## src/rtl/pixel_sensor_controller_pkg.sv

```systemverilog
// Shared configuration for the pixel sensor array and the frame-sequencing controller.
// PixelSensorConfig holds array geometry; pixel_sensor_controller_pkg holds controller types.
package PixelSensorConfig;
  localparam int PIXEL_BITS         = 8;
  localparam int PIXEL_ARRAY_HEIGHT = 24;
endpackage

package pixel_sensor_controller_pkg;
  typedef enum logic [2:0] {
    IDLE,
    ERASE_S,
    EXPOSE_S,
    CONVERT_S,
    READOUT_S
  } pixel_ctrl_state_t;

  localparam int DEFAULT_ERASE_CYCLES = 4;
endpackage

```

## src/rtl/pixel_sensor_controller_if.sv

```systemverilog
// Row readout handshake between the controller and the downstream frame reader.
interface pixel_sensor_controller_if #(
  parameter int ROWS = PixelSensorConfig::PIXEL_ARRAY_HEIGHT
);
  localparam int ROW_W = (ROWS > 1) ? $clog2(ROWS) : 1;

  logic [ROW_W-1:0] READ_ROW;
  logic             READ_VALID;
  logic             READ_READY;
  logic             FRAME_DONE;

  modport master (output READ_ROW, READ_VALID, FRAME_DONE, input READ_READY);
  modport slave  (input READ_ROW, READ_VALID, FRAME_DONE, output READ_READY);
endinterface

```

## src/rtl/pixel_sensor_controller_phase_timer.sv

```systemverilog
// Loadable down-counter timing the ERASE and EXPOSE phases; done is high while the count is zero.
module phase_timer
  import pixel_sensor_controller_pkg::*;
#(
  parameter int W = 8
) (
  input  logic         clk,
  input  logic         reset,
  input  logic         load,
  input  logic [W-1:0] load_val,
  output logic         done
);
  logic [W-1:0] count;

  always_ff @(posedge clk or posedge reset) begin
    if (reset) begin
      count <= '0;
    end else if (load) begin
      count <= load_val;
    end else if (count != '0) begin
      count <= count - W'(1);
    end
  end

  assign done = (count == '0);
endmodule

```

## src/rtl/pixel_sensor_controller.sv

```systemverilog
// Frame sequencer for the pixel sensor array: erase, expose, ramp ADC, then row readout.
// Define PIXEL_SENSOR_CONTROLLER_GRAY_EN to present CODE Gray-encoded.
module pixel_sensor_controller
  import pixel_sensor_controller_pkg::*;
#(
  parameter int ERASE_CYCLES = DEFAULT_ERASE_CYCLES,
  parameter int EXPOSE_BITS  = 8,
  parameter int ROWS         = PixelSensorConfig::PIXEL_ARRAY_HEIGHT,
  parameter int CODE_BITS    = PixelSensorConfig::PIXEL_BITS
) (
  input  logic                   clk,
  input  logic                   reset,
  input  logic                   START,
  input  logic                   ABORT,
  input  logic [EXPOSE_BITS-1:0] EXPOSE_TIME,
  output logic                   ERASE,
  output logic                   EXPOSE,
  output logic                   RAMP,
  output logic                   CONVERT,
  output logic [CODE_BITS-1:0]   CODE,
  output logic                   BUSY,
  pixel_sensor_controller_if.master readout
);
  localparam int ROW_W   = (ROWS > 1) ? $clog2(ROWS) : 1;
  localparam int ERASE_W = $clog2(ERASE_CYCLES + 1);
  localparam int TIMER_W = (EXPOSE_BITS > ERASE_W) ? EXPOSE_BITS : ERASE_W;
  localparam logic [CODE_BITS-1:0] CODE_MAX   = '1;
  localparam logic [ROW_W-1:0]     LAST_ROW   = ROW_W'(ROWS - 1);
  localparam logic [TIMER_W-1:0]   ERASE_LOAD = TIMER_W'(ERASE_CYCLES - 1);

  pixel_ctrl_state_t      state;
  logic [EXPOSE_BITS-1:0] expose_len;
  logic [CODE_BITS-1:0]   code_bin;
  logic [ROW_W-1:0]       read_row;
  logic                   read_valid;
  logic                   frame_done;
  logic                   timer_load;
  logic [TIMER_W-1:0]     timer_val;
  logic                   timer_done;

  // The timer is loaded on the edge that enters ERASE_S or EXPOSE_S, so it
  // reads zero exactly on the last cycle of each phase.
  always_comb begin
    timer_load = 1'b0;
    timer_val  = ERASE_LOAD;
    if (state == IDLE && START && !frame_done) begin
      timer_load = 1'b1;
    end else if (state == ERASE_S && timer_done && !ABORT) begin
      timer_load = 1'b1;
      timer_val  = TIMER_W'(expose_len) - TIMER_W'(1);
    end
  end

  phase_timer #(.W(TIMER_W)) u_timer (
    .clk      (clk),
    .reset    (reset),
    .load     (timer_load),
    .load_val (timer_val),
    .done     (timer_done)
  );

  always_ff @(posedge clk or posedge reset) begin
    if (reset) begin
      state      <= IDLE;
      ERASE      <= 1'b0;
      EXPOSE     <= 1'b0;
      RAMP       <= 1'b0;
      CONVERT    <= 1'b0;
      BUSY       <= 1'b0;
      code_bin   <= '0;
      expose_len <= '0;
      read_row   <= '0;
      read_valid <= 1'b0;
      frame_done <= 1'b0;
    end else begin
      frame_done <= 1'b0;
      if (state != IDLE && ABORT) begin
        state      <= IDLE;
        ERASE      <= 1'b0;
        EXPOSE     <= 1'b0;
        RAMP       <= 1'b0;
        CONVERT    <= 1'b0;
        BUSY       <= 1'b0;
        code_bin   <= '0;
        read_row   <= '0;
        read_valid <= 1'b0;
      end else begin
        case (state)
          IDLE: begin
            // A START landing on the FRAME_DONE cycle belongs to the old frame.
            if (START && !frame_done) begin
              state      <= ERASE_S;
              ERASE      <= 1'b1;
              BUSY       <= 1'b1;
              code_bin   <= '0;
              expose_len <= (EXPOSE_TIME == '0) ? EXPOSE_BITS'(1) : EXPOSE_TIME;
            end
          end
          ERASE_S: begin
            if (timer_done) begin
              state  <= EXPOSE_S;
              ERASE  <= 1'b0;
              EXPOSE <= 1'b1;
            end
          end
          EXPOSE_S: begin
            if (timer_done) begin
              state   <= CONVERT_S;
              EXPOSE  <= 1'b0;
              CONVERT <= 1'b1;
              RAMP    <= 1'b0;
            end
          end
          CONVERT_S: begin
            // Each step is RAMP low then high with a steady code; the code only
            // advances after the high half, and saturates on the final step.
            if (!RAMP) begin
              RAMP <= 1'b1;
            end else if (code_bin == CODE_MAX) begin
              state      <= READOUT_S;
              RAMP       <= 1'b0;
              CONVERT    <= 1'b0;
              read_valid <= 1'b1;
              read_row   <= '0;
            end else begin
              RAMP     <= 1'b0;
              code_bin <= code_bin + CODE_BITS'(1);
            end
          end
          READOUT_S: begin
            if (readout.READ_READY) begin
              if (read_row == LAST_ROW) begin
                state      <= IDLE;
                BUSY       <= 1'b0;
                read_valid <= 1'b0;
                read_row   <= '0;
                frame_done <= 1'b1;
              end else begin
                read_row <= read_row + ROW_W'(1);
              end
            end
          end
          default: state <= IDLE;
        endcase
      end
    end
  end

`ifdef PIXEL_SENSOR_CONTROLLER_GRAY_EN
  function automatic logic [CODE_BITS-1:0] to_gray(input logic [CODE_BITS-1:0] b);
    return b ^ (b >> 1);
  endfunction
  assign CODE = to_gray(code_bin);
`else
  assign CODE = code_bin;
`endif

  assign readout.READ_ROW   = read_row;
  assign readout.READ_VALID = read_valid;
  assign readout.FRAME_DONE = frame_done;
endmodule

```

## src/flat_wrapper.sv

```systemverilog
// flat-port wrapper written by rule: the top's interface ports become plain ports
module pixel_sensor_controller_flat import pixel_sensor_controller_pkg::*;
#(
  parameter int ERASE_CYCLES = DEFAULT_ERASE_CYCLES,
  parameter int EXPOSE_BITS  = 8,
  parameter int ROWS         = PixelSensorConfig::PIXEL_ARRAY_HEIGHT,
  parameter int CODE_BITS    = PixelSensorConfig::PIXEL_BITS
)
  (clk, reset, START, ABORT, EXPOSE_TIME, ERASE, EXPOSE, RAMP, CONVERT, CODE, BUSY, readout_READ_ROW, readout_READ_VALID, readout_FRAME_DONE, readout_READ_READY);
  pixel_sensor_controller_if #(.ROWS(ROWS)) readout_i ();
  input  logic clk;
  input  logic reset;
  input  logic START;
  input  logic ABORT;
  input  logic [EXPOSE_BITS-1:0] EXPOSE_TIME;
  output logic ERASE;
  output logic EXPOSE;
  output logic RAMP;
  output logic CONVERT;
  output logic [CODE_BITS-1:0] CODE;
  output logic BUSY;
  output wire logic [$bits(readout_i.READ_ROW)-1:0] readout_READ_ROW;
  output wire logic [$bits(readout_i.READ_VALID)-1:0] readout_READ_VALID;
  output wire logic [$bits(readout_i.FRAME_DONE)-1:0] readout_FRAME_DONE;
  input wire logic [$bits(readout_i.READ_READY)-1:0] readout_READ_READY;
  assign readout_READ_ROW = readout_i.READ_ROW;
  assign readout_READ_VALID = readout_i.READ_VALID;
  assign readout_FRAME_DONE = readout_i.FRAME_DONE;
  assign readout_i.READ_READY = readout_READ_READY;
  pixel_sensor_controller #(.ERASE_CYCLES(ERASE_CYCLES), .EXPOSE_BITS(EXPOSE_BITS), .ROWS(ROWS), .CODE_BITS(CODE_BITS)) u_core (.clk(clk), .reset(reset), .START(START), .ABORT(ABORT), .EXPOSE_TIME(EXPOSE_TIME), .ERASE(ERASE), .EXPOSE(EXPOSE), .RAMP(RAMP), .CONVERT(CONVERT), .CODE(CODE), .BUSY(BUSY), .readout(readout_i));
endmodule
```

## config.mk

```make
export PLATFORM = sky130hd
export DESIGN_NAME = pixel_sensor_controller_flat
export DESIGN_NICKNAME = d
export VERILOG_FILES = /design/src/rtl/pixel_sensor_controller_pkg.sv /design/src/rtl/pixel_sensor_controller_if.sv /design/src/rtl/pixel_sensor_controller_phase_timer.sv /design/src/rtl/pixel_sensor_controller.sv /design/src/flat_wrapper.sv
export SDC_FILE = /design/constraint.sdc
export NUM_CORES = 1
export LEC_CHECK = 0
export BUFFER_PORTS_ARGS = -buffer_cell sky130_fd_sc_hd__buf_2
export CORE_UTILIZATION = 55
export CTS_CLUSTER_SIZE = 14
export DETAILED_ROUTE_END_ITERATION = 8
export PLACE_DENSITY = 0.78
export SLEW_MARGIN = 20
export SYNTH_ARGS = -nofsm -noshare
export SYNTH_HDL_FRONTEND = slang
export SYNTH_SLANG_ARGS = --single-unit
```

## constraint.sdc

```tcl
create_clock -name clk -period 2.27 [get_ports clk]
set_clock_uncertainty 0.05 [all_clocks]
set_input_delay 0.3405 -clock clk [delete_from_list [all_inputs] [get_ports clk]]
set_output_delay 0.3405 -clock clk [all_outputs]
set_load 0.005 [all_outputs]
```

# Word level (Yosys, flattened, before mapping)
# Index checks and enable logic that the tools add are counted.
# W data, S select, Z words.
# totals
elab_cells,114
in_bits,13
register_bits,39
out_inout_bits,20
# op_classes
n_addsub,4
reduce_logical,30
n_eq_ne,14
bitwise,1
mux,53
# op_table
operator,count
$mux W8,9
$mux W5,5
$mux W3,8
$mux W1,22
$reduce_bool A3 Y1,7
$logic_not A8 Y1,2
$pmux W8 S2,1
$reduce_and A4 Y1,4
$sub A8 B1 Y8 const B,2
$pmux W3 S5,1
$ne A3 B1 Y1 const B,4
$pmux W1 S2,6
$pmux W5 S2,1
$ne A3 B2 Y1 const B,3
$reduce_and A3 Y1,3
$add A8 B1 Y8 const B,1
$eq A8 B8 Y1 const B,1
$reduce_bool A8 Y1,1
$reduce_and A7 Y1,1
$eq A3 B2 Y1 const B,2
$logic_and A1 B1 Y1,6
$add A5 B1 Y5 const B,1
$eq A5 B5 Y1 const B,1
$reduce_and A5 Y1,1
8 further kinds,9

# Depth between registers and ports, before layout
# depth
depth_word,6
mapped_depth,8
depth_no_buf,7

# By module
# A second synthesis with hierarchy kept.
# hier_totals
hier_cells,267
hier_area_um2,2374.8
# by_module_without_submodules
module,area_per_inst_um2,n_inst,cells_per_inst,seq_area_each_um2
pixel_sensor_controller,1878.1,1,211,775.7
phase_timer,496.7,1,56,200.2

# Worst setup path after synthesis
# No wires, ideal clock.
# synth_timing
path_kind,reg-to-reg
startpoint,register u_core.u_timer.count[0]
endpoint,register u_core.u_timer.count[1]
t_arrival_ps,1783
setup_ps,128
required_ps,2092
n_path_buf,1
path_stages_with_launch,9
path_slack_ps,309
cell_sequence,dfrtp_1 > inv_1 > ha_1 > or4b_4 > nor4_4 > buf_6 > nor2_1 > a211oi_2 > mux2i_1
# synth_via
elab_chain_len,6
word_cells_on_any_way,12
# synth_lines
element,line,source
start: declaration,pixel_sensor_controller_phase_timer.sv:13,logic [W-1:0] count;
start signal: assignment,pixel_sensor_controller_phase_timer.sv:19,count <= load_val;
start signal: assignment,pixel_sensor_controller_phase_timer.sv:21,count <= count - W'(1);
"parallel branches: the longest is 6 deep, another holds $sub A8 B1 Y8",--,
# Parallel ways; which one is timed is not known. The select of a mux whose other input is x is not followed.
# A chain may end at the register's enable or synchronous reset.

# Worst setup path in the final report
# layout_timing
startpoint,register u_core.u_timer.count[0]
endpoint,register u_core.CONVERT
# layout_via
elab_chain_len,3
# layout_lines
element,line,source
$logic_not A8 Y1,pixel_sensor_controller_phase_timer.sv:25,assign done = (count == '0);
$ne A3 B1 Y1 (no line),--,
$reduce_and A4 Y1 (no line),--,
end signal: assignment,pixel_sensor_controller.sv:68,CONVERT <= 1'b0;
end signal: assignment,pixel_sensor_controller.sv:82,CONVERT <= 1'b0;
end signal: assignment,pixel_sensor_controller.sv:110,CONVERT <= 1'b1;
end: declaration,pixel_sensor_controller.sv:19,"output logic CONVERT,"
# No other way between the ends.

==> flow_summary.toml <==
[clocking]
cts_tree = "built"
clockBufferDepth = 2
cts-buffers-inserted = 5
htreeDepth = 2
clk_latency_ns = 0.29
path_clk_slew_ns = 0.08
postCtsHoldBufs = 0
cts.sink_count = 39
ctsRootBufferMaster = "clkbuf_8"

[finish]
diodes = 0
fin_nets = 302
layoutNonFillerInstCount = 333
area_delta_synth_final_pct = 17.5
fin_util_pct = 69.1
drive_above_1_share_pct = 22.5
fillers = 288

[power]
p_clk_share_pct = 20.9
power.density_mw_per_mm2 = 1120
p_leak_nw = 1.28
internal_power_w = 0.00179
p_seq_share_pct = 37.3
switching_share_pct = 38.7
ir_drop_uv = 607
p_switching_w = 0.00113
p_comb_share_pct = 41.8

[floorplanning]
die_w_um = 65.5
die_area_mm2 = 0.00429
core_mm2 = 0.00377
ios = 33
placementRows = 22
start_util_pct = 58.8
die_y_um = 65.5

[worst_setup_path]
path_class = "reg2reg"
r2r_start = "u_core.u_timer.count[0]"
critPathLaunchType = "flop"
cp_data_required_time_ns = 2.44
startpoint = "u_core.u_timer.count[0]"
cpLargestDelayFamily = "simple AND/OR/NAND/NOR gates"
cp_cell_sequence = "inv_1 -> ha_1 -> or4b_4 -> nor4_4 -> buf_4 -> nor3_1 -> nor4_1 -> mux2i_1"
crit_path_max_fanout = 4
path_buf_inv = 2
cp-end-kind = "flop"
crit_arrival_ns = 2.37
crit_path_top_delay_cell = "or4b_4"
cp_slowest_stage_delay_ns = 0.47

[grt]
first_global_vias = 1763
antenna_found_initial = 0
grt_use_total_pct = 24.3
grt_start_max_net_pins = 40
overflow = 0
grt_first_pass_wirelength_um = 8050

[synthesis]
syn-num-nets = 260
synth_top_area_share_pct = 44.0
synth_ff_type = "dfrtp_1"
netlist_area_mm2 = 0.00222
syn_inst = 242
ys_seq_area_share_pct = 44.0
synth_common_cells = "39 x dfrtp_1, 37 x nand2_1, 17 x o21ai_0"
syn_avg_cell_area_um2 = 9.16
synth_seq_cells = 39
synth-async-reset-ratio_pct = 100
synth_edf_count = 0
synth_warnings = 0
post-synth-top-area-cell = "dfrtp_1"
synth_area_leaders = "dfrtp_1 44%, nand2_1 6.3%, o21ai_0 3.8%"
synth_cell_type_count = 53
yosysMostFrequentCell = "dfrtp_1"

[placed_design]
hpwl_um = 3380
place_inst = 322
portBuffers = 32
gp_congestion = 0.893

[detailed_routing]
drtIter0Drc = 160
drt_pre_antenna_iters = 4
via_per_inst = 5.83
wire_per_inst_um = 14.5
drtAntennaViolNets = 0
drc = 0
vias = 1943
totalWireLength_um = 4820

[timing]
period_share_pct = 96.8
worstMarginPinSlew_ns = 0.632
clock.fmax_mhz = 455
slew_viol_final = 0
hold_viol = 0
setup_viol = 0
maxSlewHeadroom_pct = 57.4
fin_crit_ns = 2.20

[min_path]
hold_path.class = "in2async"

[outcome]
status = "complete, no violations"

[flow_run]
max_cap_viol_count = 0
logic make-up (layout without fill, tap and decap cells):
family | count (synthesis) | in the layout | share of synthesized area [%]
adder cells (fa/ha/maj) | 5 | 5 | 2.82
multiplexers | 4 | 4 | 1.86
AO/OA/AOI/OAI | 66 | 66 | 19.6
XOR/XNOR | 10 | 10 | 3.95
buffers and inverters | 17 | 59 | 3.56
flip-flops | 39 | 39 | 44.0
AND/OR/NAND/NOR | 101 | 102 | 24.2
cell usage in the layout, fill, tap and decap left out, types with 4 or more instances in the layout:
cell and instances:
nand2_1 36, and3_1 5, o21ai_0 17, nor2_1 15, nand3_1 6, o22ai_1 6
buf_4 10, a31oi_1 4, nor4_1 6, nor2b_1 5, clkbuf_8 6, nor3_1 11
inv_1 8, a21o_1 6, ha_1 5, dfrtp_1 39, xnor2_1 9, o31ai_1 4
buf_2 32, a21oi_1 9
final timing paths:
path                            cells after the start                    to  slack, ns
min in group clk                                    3  u_core.expose_len[7]       0.20
worst min-delay path                                3           u_core.RAMP       0.11
max in group asynchronous                           3        u_core.CODE[5]       1.72
worst max register to register                      8        u_core.CONVERT       0.07
worst max-delay path                                8        u_core.CONVERT       0.07
worst min register to register                      2  u_core.expose_len[7]       0.46
layer usage:
layer  vias to the layer above  track usage, %  share of wire (%)
met3                         4            4.69                3.4
met5                         -               0                  0
met4                         0            5.71               0.91
met2                        45            37.5                 46
li1                        962               -                  -
met1                       932            35.0                 50
metrics by stage:
step / hold WS [ns] / power, W / setup TNS (ns) / instance area [um2] / worst slack (ns)
CTS: 0.118 / 0.00287 / 0 / 2570 / 0.126
floorplan: 0.396 / 0.00196 / 0 / 2220 / 0.309
detailed placement: 0.437 / 0.00226 / 0 / 2460 / 0.143
global placement: 0.436 / 0.00223 / 0 / 2460 / 0.217
global route: 0.174 / 0.00311 / -0.0121 / 2610 / -0.0121
finish: 0.105 / 0.00291 / 0 / 2610 / 0.0715
power groups by stage:
stage / registers (W) / clock network [W] / logic, W
6_report: 0.00109 / 0.000609 / 0.00122
3_3_place_gp: 0.00109 / 0 / 0.00114
4_1_cts: 0.00108 / 0.000614 / 0.00118
5_1_grt: 0.00112 / 0.000642 / 0.00135
2_1_floorplan: 0.00105 / 0 / 0.000910
3_5_place_dp: 0.00110 / 0 / 0.00117
repair_timing:
action | in CTS | in global routing
hold endpoints to repair | 0 | 0
setup buffers | 0 | 2
gates resized for setup | 0 | 2
setup endpoints to repair | 0 | 1
layout make-up:
class / instances / area, um2 / share of cell area, %
clock buffers: 6 / 82.6 / 3.17
clock inverters: 2 / 35.0 / 1.34
inverters: 8 / 30.0 / 1.15
multi-input cells: 187 / 1170 / 45.1
flip-flops and latches: 39 / 976 / 37.5
well taps: 48 / 60.1 / 2.31
repair buffers: 43 / 246 / 9.46
flip-flops by register name (all words and copies together) (netlist names):
| signal | cells |
|---|---|
| u_core.BUSY | 1 |
| u_core.CODE | 8 |
| u_core.CONVERT | 1 |
| u_core.ERASE | 1 |
| u_core.EXPOSE | 1 |
| u_core.RAMP | 1 |
| u_core.expose_len | 8 |
| u_core.readout.FRAME_DONE | 1 |
| u_core.readout.READ_ROW | 5 |
| u_core.readout.READ_VALID | 1 |
| u_core.state | 3 |
| u_core.u_timer.count | 8 |
worst reg2reg max path: stages (launching register included):
cell     delay, ns
dfrtp_1       0.42
inv_1         0.10
ha_1          0.15
or4b_4        0.47
nor4_4        0.21
buf_4         0.18
nor3_1        0.06
nor4_1        0.26
mux2i_1       0.22
Power figures use the tool's default switching activity.
